[src/rtl/dpram_access_arbiter_pkg.sv]
// dpram_access_arbiter_pkg: shared width helpers and default geometry for the banked DPRAM arbiter.
package dpram_access_arbiter_pkg;
    localparam int DEF_NUM_REQ   = 4;
    localparam int DEF_RAM_WIDTH = 64;
    localparam int DEF_ADDR_SIZE = 10;
    localparam int DEF_NUM_BANKS = 4;

    function automatic int id_width(input int n);
        return (n > 1) ? $clog2(n) : 1;
    endfunction

    // Request address is {bank, word}: the bank field sits directly above the word field.
    function automatic int addr_width(input int bank_bits, input int word_bits);
        return bank_bits + word_bits;
    endfunction

    localparam int DEF_BANK_BITS = id_width(DEF_NUM_BANKS);
    localparam int DEF_ID_BITS   = id_width(DEF_NUM_REQ);
endpackage

[src/rtl/dpram_access_arbiter_rr_arbiter.sv]
// rr_arbiter: round-robin arbiter with a one-hot grant; priority starts just after the last winner.
module rr_arbiter
    import dpram_access_arbiter_pkg::*;
#(
    parameter int N  = 4,
    parameter int IW = id_width(N)
) (
    input  logic          clk,
    input  logic          rst_n,
    input  logic [N-1:0]  req,
    output logic [N-1:0]  gnt,
    output logic [IW-1:0] idx
);
    logic [IW-1:0] ptr;
    logic [IW-1:0] cand;
    logic          hit;

    // Walk requesters from ptr with explicit wrap so unused codes never appear for odd N.
    always_comb begin
        gnt  = '0;
        idx  = '0;
        hit  = 1'b0;
        cand = ptr;
        for (int k = 0; k < N; k++) begin
            if (rst_n && !hit && req[cand]) begin
                gnt[cand] = 1'b1;
                idx       = cand;
                hit       = 1'b1;
            end
            cand = (cand == IW'(N - 1)) ? '0 : cand + 1'b1;
        end
    end

    always_ff @(posedge clk or negedge rst_n) begin
        if (!rst_n)
            ptr <= '0;
        else if (hit)
            ptr <= (idx == IW'(N - 1)) ? '0 : idx + 1'b1;
    end
endmodule

[src/rtl/dpram_access_arbiter.sv]
// dpram_access_arbiter: round-robin sharing of a banked dual-port memory, with a fixed
// 3-cycle read response pipeline tagged by requester ID.
module dpram_access_arbiter
    import dpram_access_arbiter_pkg::*;
#(
    parameter int NUM_REQ   = DEF_NUM_REQ,
    parameter int RAM_WIDTH = DEF_RAM_WIDTH,
    parameter int ADDR_SIZE = DEF_ADDR_SIZE,
    parameter int NUM_BANKS = DEF_NUM_BANKS,
    parameter int BANK_BITS = DEF_BANK_BITS,
    parameter int ID_BITS   = DEF_ID_BITS
) (
    input  logic                                        clk,
    input  logic                                        rst_n,
    input  logic [NUM_REQ-1:0]                          req_wr,
    input  logic [NUM_REQ*(BANK_BITS+ADDR_SIZE)-1:0]    req_wr_addr,
    input  logic [NUM_REQ*RAM_WIDTH-1:0]                req_wr_data,
    output logic [NUM_REQ-1:0]                          gnt_wr,
    input  logic [NUM_REQ-1:0]                          req_rd,
    input  logic [NUM_REQ*(BANK_BITS+ADDR_SIZE)-1:0]    req_rd_addr,
    output logic [NUM_REQ-1:0]                          gnt_rd,
    output logic                                        rsp_valid,
    output logic [ID_BITS-1:0]                          rsp_id,
    output logic [RAM_WIDTH-1:0]                        rsp_data,
    output logic [NUM_BANKS-1:0]                        mem_wr_en,
    output logic [NUM_BANKS-1:0]                        mem_rd_en,
    output logic                                        write,
    output logic                                        read,
    output logic [ADDR_SIZE-1:0]                        wr_address,
    output logic [ADDR_SIZE-1:0]                        rd_address,
    output logic [RAM_WIDTH-1:0]                        data_in,
    input  logic [NUM_BANKS*RAM_WIDTH-1:0]              bank_dout,
    input  logic [NUM_BANKS-1:0]                        bank_dvalid
);
    localparam int AW = addr_width(BANK_BITS, ADDR_SIZE);

    logic [ID_BITS-1:0]   wr_idx, rd_idx;
    logic [AW-1:0]        wr_a, rd_a;
    logic [RAM_WIDTH-1:0] wr_d;
    logic                 wr_go, rd_go;
    logic                 rd_v1, rd_v2;
    logic [ID_BITS-1:0]   rd_id1, rd_id2;
    logic [BANK_BITS-1:0] rd_bank1, rd_bank2;
    logic                 dvalid_unused;

    rr_arbiter #(.N(NUM_REQ), .IW(ID_BITS)) u_wr_arb (
        .clk(clk), .rst_n(rst_n), .req(req_wr), .gnt(gnt_wr), .idx(wr_idx)
    );

    rr_arbiter #(.N(NUM_REQ), .IW(ID_BITS)) u_rd_arb (
        .clk(clk), .rst_n(rst_n), .req(req_rd), .gnt(gnt_rd), .idx(rd_idx)
    );

    assign wr_go = |gnt_wr;
    assign rd_go = |gnt_rd;
    assign wr_a  = req_wr_addr[int'(wr_idx)*AW +: AW];
    assign rd_a  = req_rd_addr[int'(rd_idx)*AW +: AW];
    assign wr_d  = req_wr_data[int'(wr_idx)*RAM_WIDTH +: RAM_WIDTH];

    // Latency is fixed, so the tracked bank index selects the data and bank_dvalid is not needed.
    assign dvalid_unused = |bank_dvalid;

    always_ff @(posedge clk or negedge rst_n) begin
        if (!rst_n) begin
            write      <= 1'b0;
            read       <= 1'b0;
            mem_wr_en  <= '0;
            mem_rd_en  <= '0;
            wr_address <= '0;
            rd_address <= '0;
            data_in    <= '0;
            rd_v1      <= 1'b0;
            rd_v2      <= 1'b0;
            rd_id1     <= '0;
            rd_id2     <= '0;
            rd_bank1   <= '0;
            rd_bank2   <= '0;
            rsp_valid  <= 1'b0;
            rsp_id     <= '0;
            rsp_data   <= '0;
        end else begin
            write     <= wr_go;
            read      <= rd_go;
            mem_wr_en <= wr_go ? NUM_BANKS'(1) << wr_a[AW-1 -: BANK_BITS] : '0;
            mem_rd_en <= rd_go ? NUM_BANKS'(1) << rd_a[AW-1 -: BANK_BITS] : '0;
            if (wr_go) begin
                wr_address <= wr_a[ADDR_SIZE-1:0];
                data_in    <= wr_d;
            end
            if (rd_go)
                rd_address <= rd_a[ADDR_SIZE-1:0];
            rd_v1     <= rd_go;
            rd_id1    <= rd_idx;
            rd_bank1  <= rd_a[AW-1 -: BANK_BITS];
            rd_v2     <= rd_v1;
            rd_id2    <= rd_id1;
            rd_bank2  <= rd_bank1;
            rsp_valid <= rd_v2;
            if (rd_v2) begin
                rsp_id   <= rd_id2;
                rsp_data <= bank_dout[int'(rd_bank2)*RAM_WIDTH +: RAM_WIDTH];
            end
        end
    end
endmodule

[config.mk]
export PLATFORM = sky130hd
export DESIGN_NAME = dpram_access_arbiter
export DESIGN_NICKNAME = d
export VERILOG_FILES = /design/src/rtl/dpram_access_arbiter_pkg.sv /design/src/rtl/dpram_access_arbiter_rr_arbiter.sv /design/src/rtl/dpram_access_arbiter.sv
export SDC_FILE = /design/constraint.sdc
export NUM_CORES = 1
export LEC_CHECK = 0
export ABC_AREA = 0
export BUFFER_PORTS_ARGS = -buffer_cell sky130_fd_sc_hd__buf_2
export CELL_PAD_IN_SITES_DETAIL_PLACEMENT = 0
export CELL_PAD_IN_SITES_GLOBAL_PLACEMENT = 2
export CORE_AREA = 2 2 310 312
export CTS_BUF_LIST = sky130_fd_sc_hd__clkbuf_16
export DETAILED_ROUTE_END_ITERATION = 6
export DIE_AREA = 0 0 312 314
export PLACE_DENSITY = 0.5
export SLEW_MARGIN = 20
export SYNTH_ARGS = -nofsm -noshare
export SYNTH_HDL_FRONTEND = slang
export SYNTH_SLANG_ARGS = --single-unit
[constraint.sdc]
create_clock -name clk -period 5.5 [get_ports clk]
set_clock_uncertainty 0.1 [all_clocks]
set_input_delay 0.825 -clock clk [delete_from_list [all_inputs] [get_ports clk]]
set_output_delay 0.825 -clock clk [all_outputs]
set_load 0.1 [all_outputs]
==> flow_metrics.env <==
export IMPL_status="finished clean"
export IMPL_final_util_pct=18.1
export IMPL_portBuffers=786
export IMPL_synth_async_reset_ratio_pct=100
export IMPL_arrival_ps=3800
export IMPL_period_share_pct=85.9
export IMPL_finalPower_mw=14.0
export IMPL_layout_drive_gt1_share_pct=76.1
export IMPL_wl_mm=59.4
export IMPL_ys_seq_area_share_pct=39.4
export IMPL_die_w_um=312
export IMPL_instances_no_fill=2771
export IMPL_cp_max_fo=11
export IMPL_postLayoutSetupSlackWorst_ps=778
export IMPL_cts_buffers=17
export IMPL_synth_flop_cell="dfrtp_1"
export IMPL_fill_cells=10600
export IMPL_finalMaxSlewViolations=0
export IMPL_die_y_um=314
export IMPL_synth_cell_area_um2=11100
export IMPL_syn2layout_area_growth_pct=55.0
export IMPL_start_kind="flip-flop"
export IMPL_core_um2=94400
export IMPL_grt_pass1_vias=10800
export IMPL_dp_cells=2735
export IMPL_period_needed_ps=4720
export IMPL_detail_route_iter0_violations=395
export IMPL_routed_via_density=3.66
export IMPL_dpl_hpwl_mm=50.0
export IMPL_worst_slew_pin_slew_ps=1010
export IMPL_yosysWarnings=0
export IMPL_grt_pass1_wl_mm=81.8
export IMPL_syn_num_nets=1363
export IMPL_endpoint_kind="output pin"
export IMPL_ctsResizeCount=0
export IMPL_fmax_mhz=212
export IMPL_dieArea_um2=98000
export IMPL_clkTransAtPathRegs_ps=80
export IMPL_antenna_found_initial=25
export IMPL_crit_required_ps=4580
export IMPL_ys_ff_latch=174
export IMPL_crit_slowest_cell="dfrtp_1"
export IMPL_clock_sink_count=174
export IMPL_power_density_nw_per_um2=820
export IMPL_synth_edf_count=0
export IMPL_nets=2126
export IMPL_cp_buffers_inverters=2
export IMPL_root_buffer="clkbuf_16"
export IMPL_grt_max_degree=54
export IMPL_place_ws_ps=1200
export IMPL_crit_family="compound AO/OA/AOI/OAI gates"
export IMPL_io_pins=791
export IMPL_cts_buffer_depth=2
export IMPL_num_vias=10100
export IMPL_hold_viol=0
export IMPL_row_count=113
export IMPL_setup_viol=0
export IMPL_htreeDepth=4
export IMPL_ctsHoldBuffers=0
export IMPL_cts_tree="built"
export IMPL_cpPeakStageDelay_ps=590
export IMPL_antenna_left=0
export IMPL_grt_usage_pct=11.8
export IMPL_path_cells="inv_1 -> ha_1 -> mux2_2 -> or3_1 -> a211oi_1 -> a221o_1 -> buf_2"
export IMPL_maxCapViolations=0
export IMPL_synthDistinctLibCells=48
export IMPL_synth_cells=726
export IMPL_cts_setup_buffers=0
export IMPL_syn_area_per_cell_um2=15.2
export IMPL_gp_congestion=0.941
export IMPL_worstHoldPathType="input pin to async pin"
export IMPL_critPathKind="flip-flop to output pin"
export IMPL_relSlewSlack_pct=32.4
export IMPL_first_pass_iters=4
export IMPL_grt_overflow_total=0
export IMPL_p_leak_nw=7.90
export IMPL_wl_per_cell_um=21.4
export IMPL_start_util_pct=11.7
export IMPL_tns_ps=0
export IMPL_startpoint="u_rd_arb.ptr[0]"
export IMPL_ir_worst_vdd_mv=0.408
export IMPL_drc=0
export IMPL_clk_latency_ps=490
export IMPL_rsz0062_at_grt="false"
export IMPL_r2r_start="u_rd_arb.ptr[0]"
power by group:
| group | total (mW) | internal [mW] | switching [mW] |
|---|---|---|---|
| Sequential | 2.51 | 1.97 | 0.536 |
| Combinational | 10.2 | 3.14 | 7.07 |
| Clock | 1.33 | 0.685 | 0.644 |
| Total | 14.0 | 5.80 | 8.25 |
worst paths after layout:
kind	endpoint	slack [ps]	cells after the start
setup reg to reg	mem_rd_en[3]	1310	9
hold / removal	data_in[45]	160	1
max in group asynchronous	rd_bank2[0]	3380	3
hold reg to reg	rd_id2[1]	250	0
setup / recovery	gnt_rd[1]	780	7
min in group clk	rd_id2[1]	250	0
layer usage:
layer / track usage (%) / part of all wire [%] / vias up
met5: 0 / 0.081 / -
met4: 3.31 / 1.8 / 8
met3: 4.63 / 8.4 / 60
met2: 20.1 / 51 / 425
met1: 13.7 / 39 / 5194
li1: - / - / 4455
synthesized netlist by cell type, types with 3 or more instances:
| master | number | area share, % |
|---|---|---|
| ha_1 | 15 | 1.7 |
| nor3b_1 | 6 | 0.41 |
| buf_6 | 7 | 0.71 |
| mux2i_1 | 46 | 4.2 |
| inv_1 | 17 | 0.58 |
| a221o_1 | 8 | 0.72 |
| nand3_1 | 10 | 0.45 |
| a21oi_1 | 15 | 0.68 |
| nand2_1 | 15 | 0.51 |
| mux2_2 | 156 | 16 |
| a31oi_1 | 6 | 0.34 |
| nor3_1 | 5 | 0.23 |
| nand3b_1 | 3 | 0.20 |
| clkbuf_1 | 27 | 0.92 |
| o31ai_1 | 3 | 0.20 |
| buf_2 | 18 | 0.81 |
| dfrtp_1 | 174 | 39 |
| nor2_1 | 9 | 0.31 |
| a211oi_1 | 5 | 0.34 |
| buf_1 | 8 | 0.27 |
| mux4_2 | 141 | 29 |
| o21ai_0 | 4 | 0.18 |
metrics by stage:
step | hold WS [ps] | cell area [um2]
finish | 156 | 17100
global route | 148 | 17100
CTS | 138 | 17100
detailed placement | 236 | 16500
global placement | 233 | 16500
floorplan | 231 | 11100
registers in the layout (all words and copies together) (netlist names):
name and count:
rd_bank1 2, rd_id1 2, rd_id2 2, u_rd_arb.ptr 2
rd_v2 1, mem_rd_en 4, rsp_valid 1, rsp_id 2
rsp_data 64, rd_address 10, mem_wr_en 4, write 1
u_wr_arb.ptr 2, rd_v1 1, rd_bank2 2, data_in 64
wr_address 10
logic make-up after synthesis:
group                      count (synthesis)  synth area share [%]
xor gates and xnor gates                   1                0.0792
muxes                                    343                  48.8
DFF                                      174                  39.4
buffers and inverters                     77                  3.29
AOI/OAI and AO/OA                         57                  3.68
and+or+nand+nor                           59                  3.12
adders and majority gates                 15                  1.70
cells in the final DEF (no fill, tap or decap), types with 2 or more instances in the layout:
cell / instances
inv_6: 3
diode_2: 5
buf_2: 785
inv_1: 17
buf_12: 5
nor3_1: 5
nand3b_1: 3
dfrtp_1: 171
dfrtp_2: 2
clkinvlp_4: 2
nor4_4: 2
mux4_2: 141
nand3_1: 10
mux2_2: 156
clkbuf_16: 17
o21ai_0: 4
a211oi_1: 5
inv_8: 4
bufinv_16: 2
nor2_1: 9
a311oi_1: 2
nor3b_1: 6
a221o_1: 8
buf_4: 13
a21oi_1: 15
o31ai_1: 3
nand2_1: 15
mux2i_1: 46
ha_1: 15
a31oi_1: 6
layout make-up:
cell class / count / area, um2 / share of cell area (%)
inverter: 17 / 63.8 / 0.372
sequential: 174 / 4360 / 25.4
timing repair buffer: 804 / 4140 / 24.2
clock buffer: 17 / 425 / 2.48
tap: 1265 / 1580 / 9.23
antenna: 5 / 12.5 / 0.0730
clock inverter: 14 / 175 / 1.02
multi-input combinational: 475 / 6380 / 37.2
No activity file was read; power rests on OpenSTA's default activity.
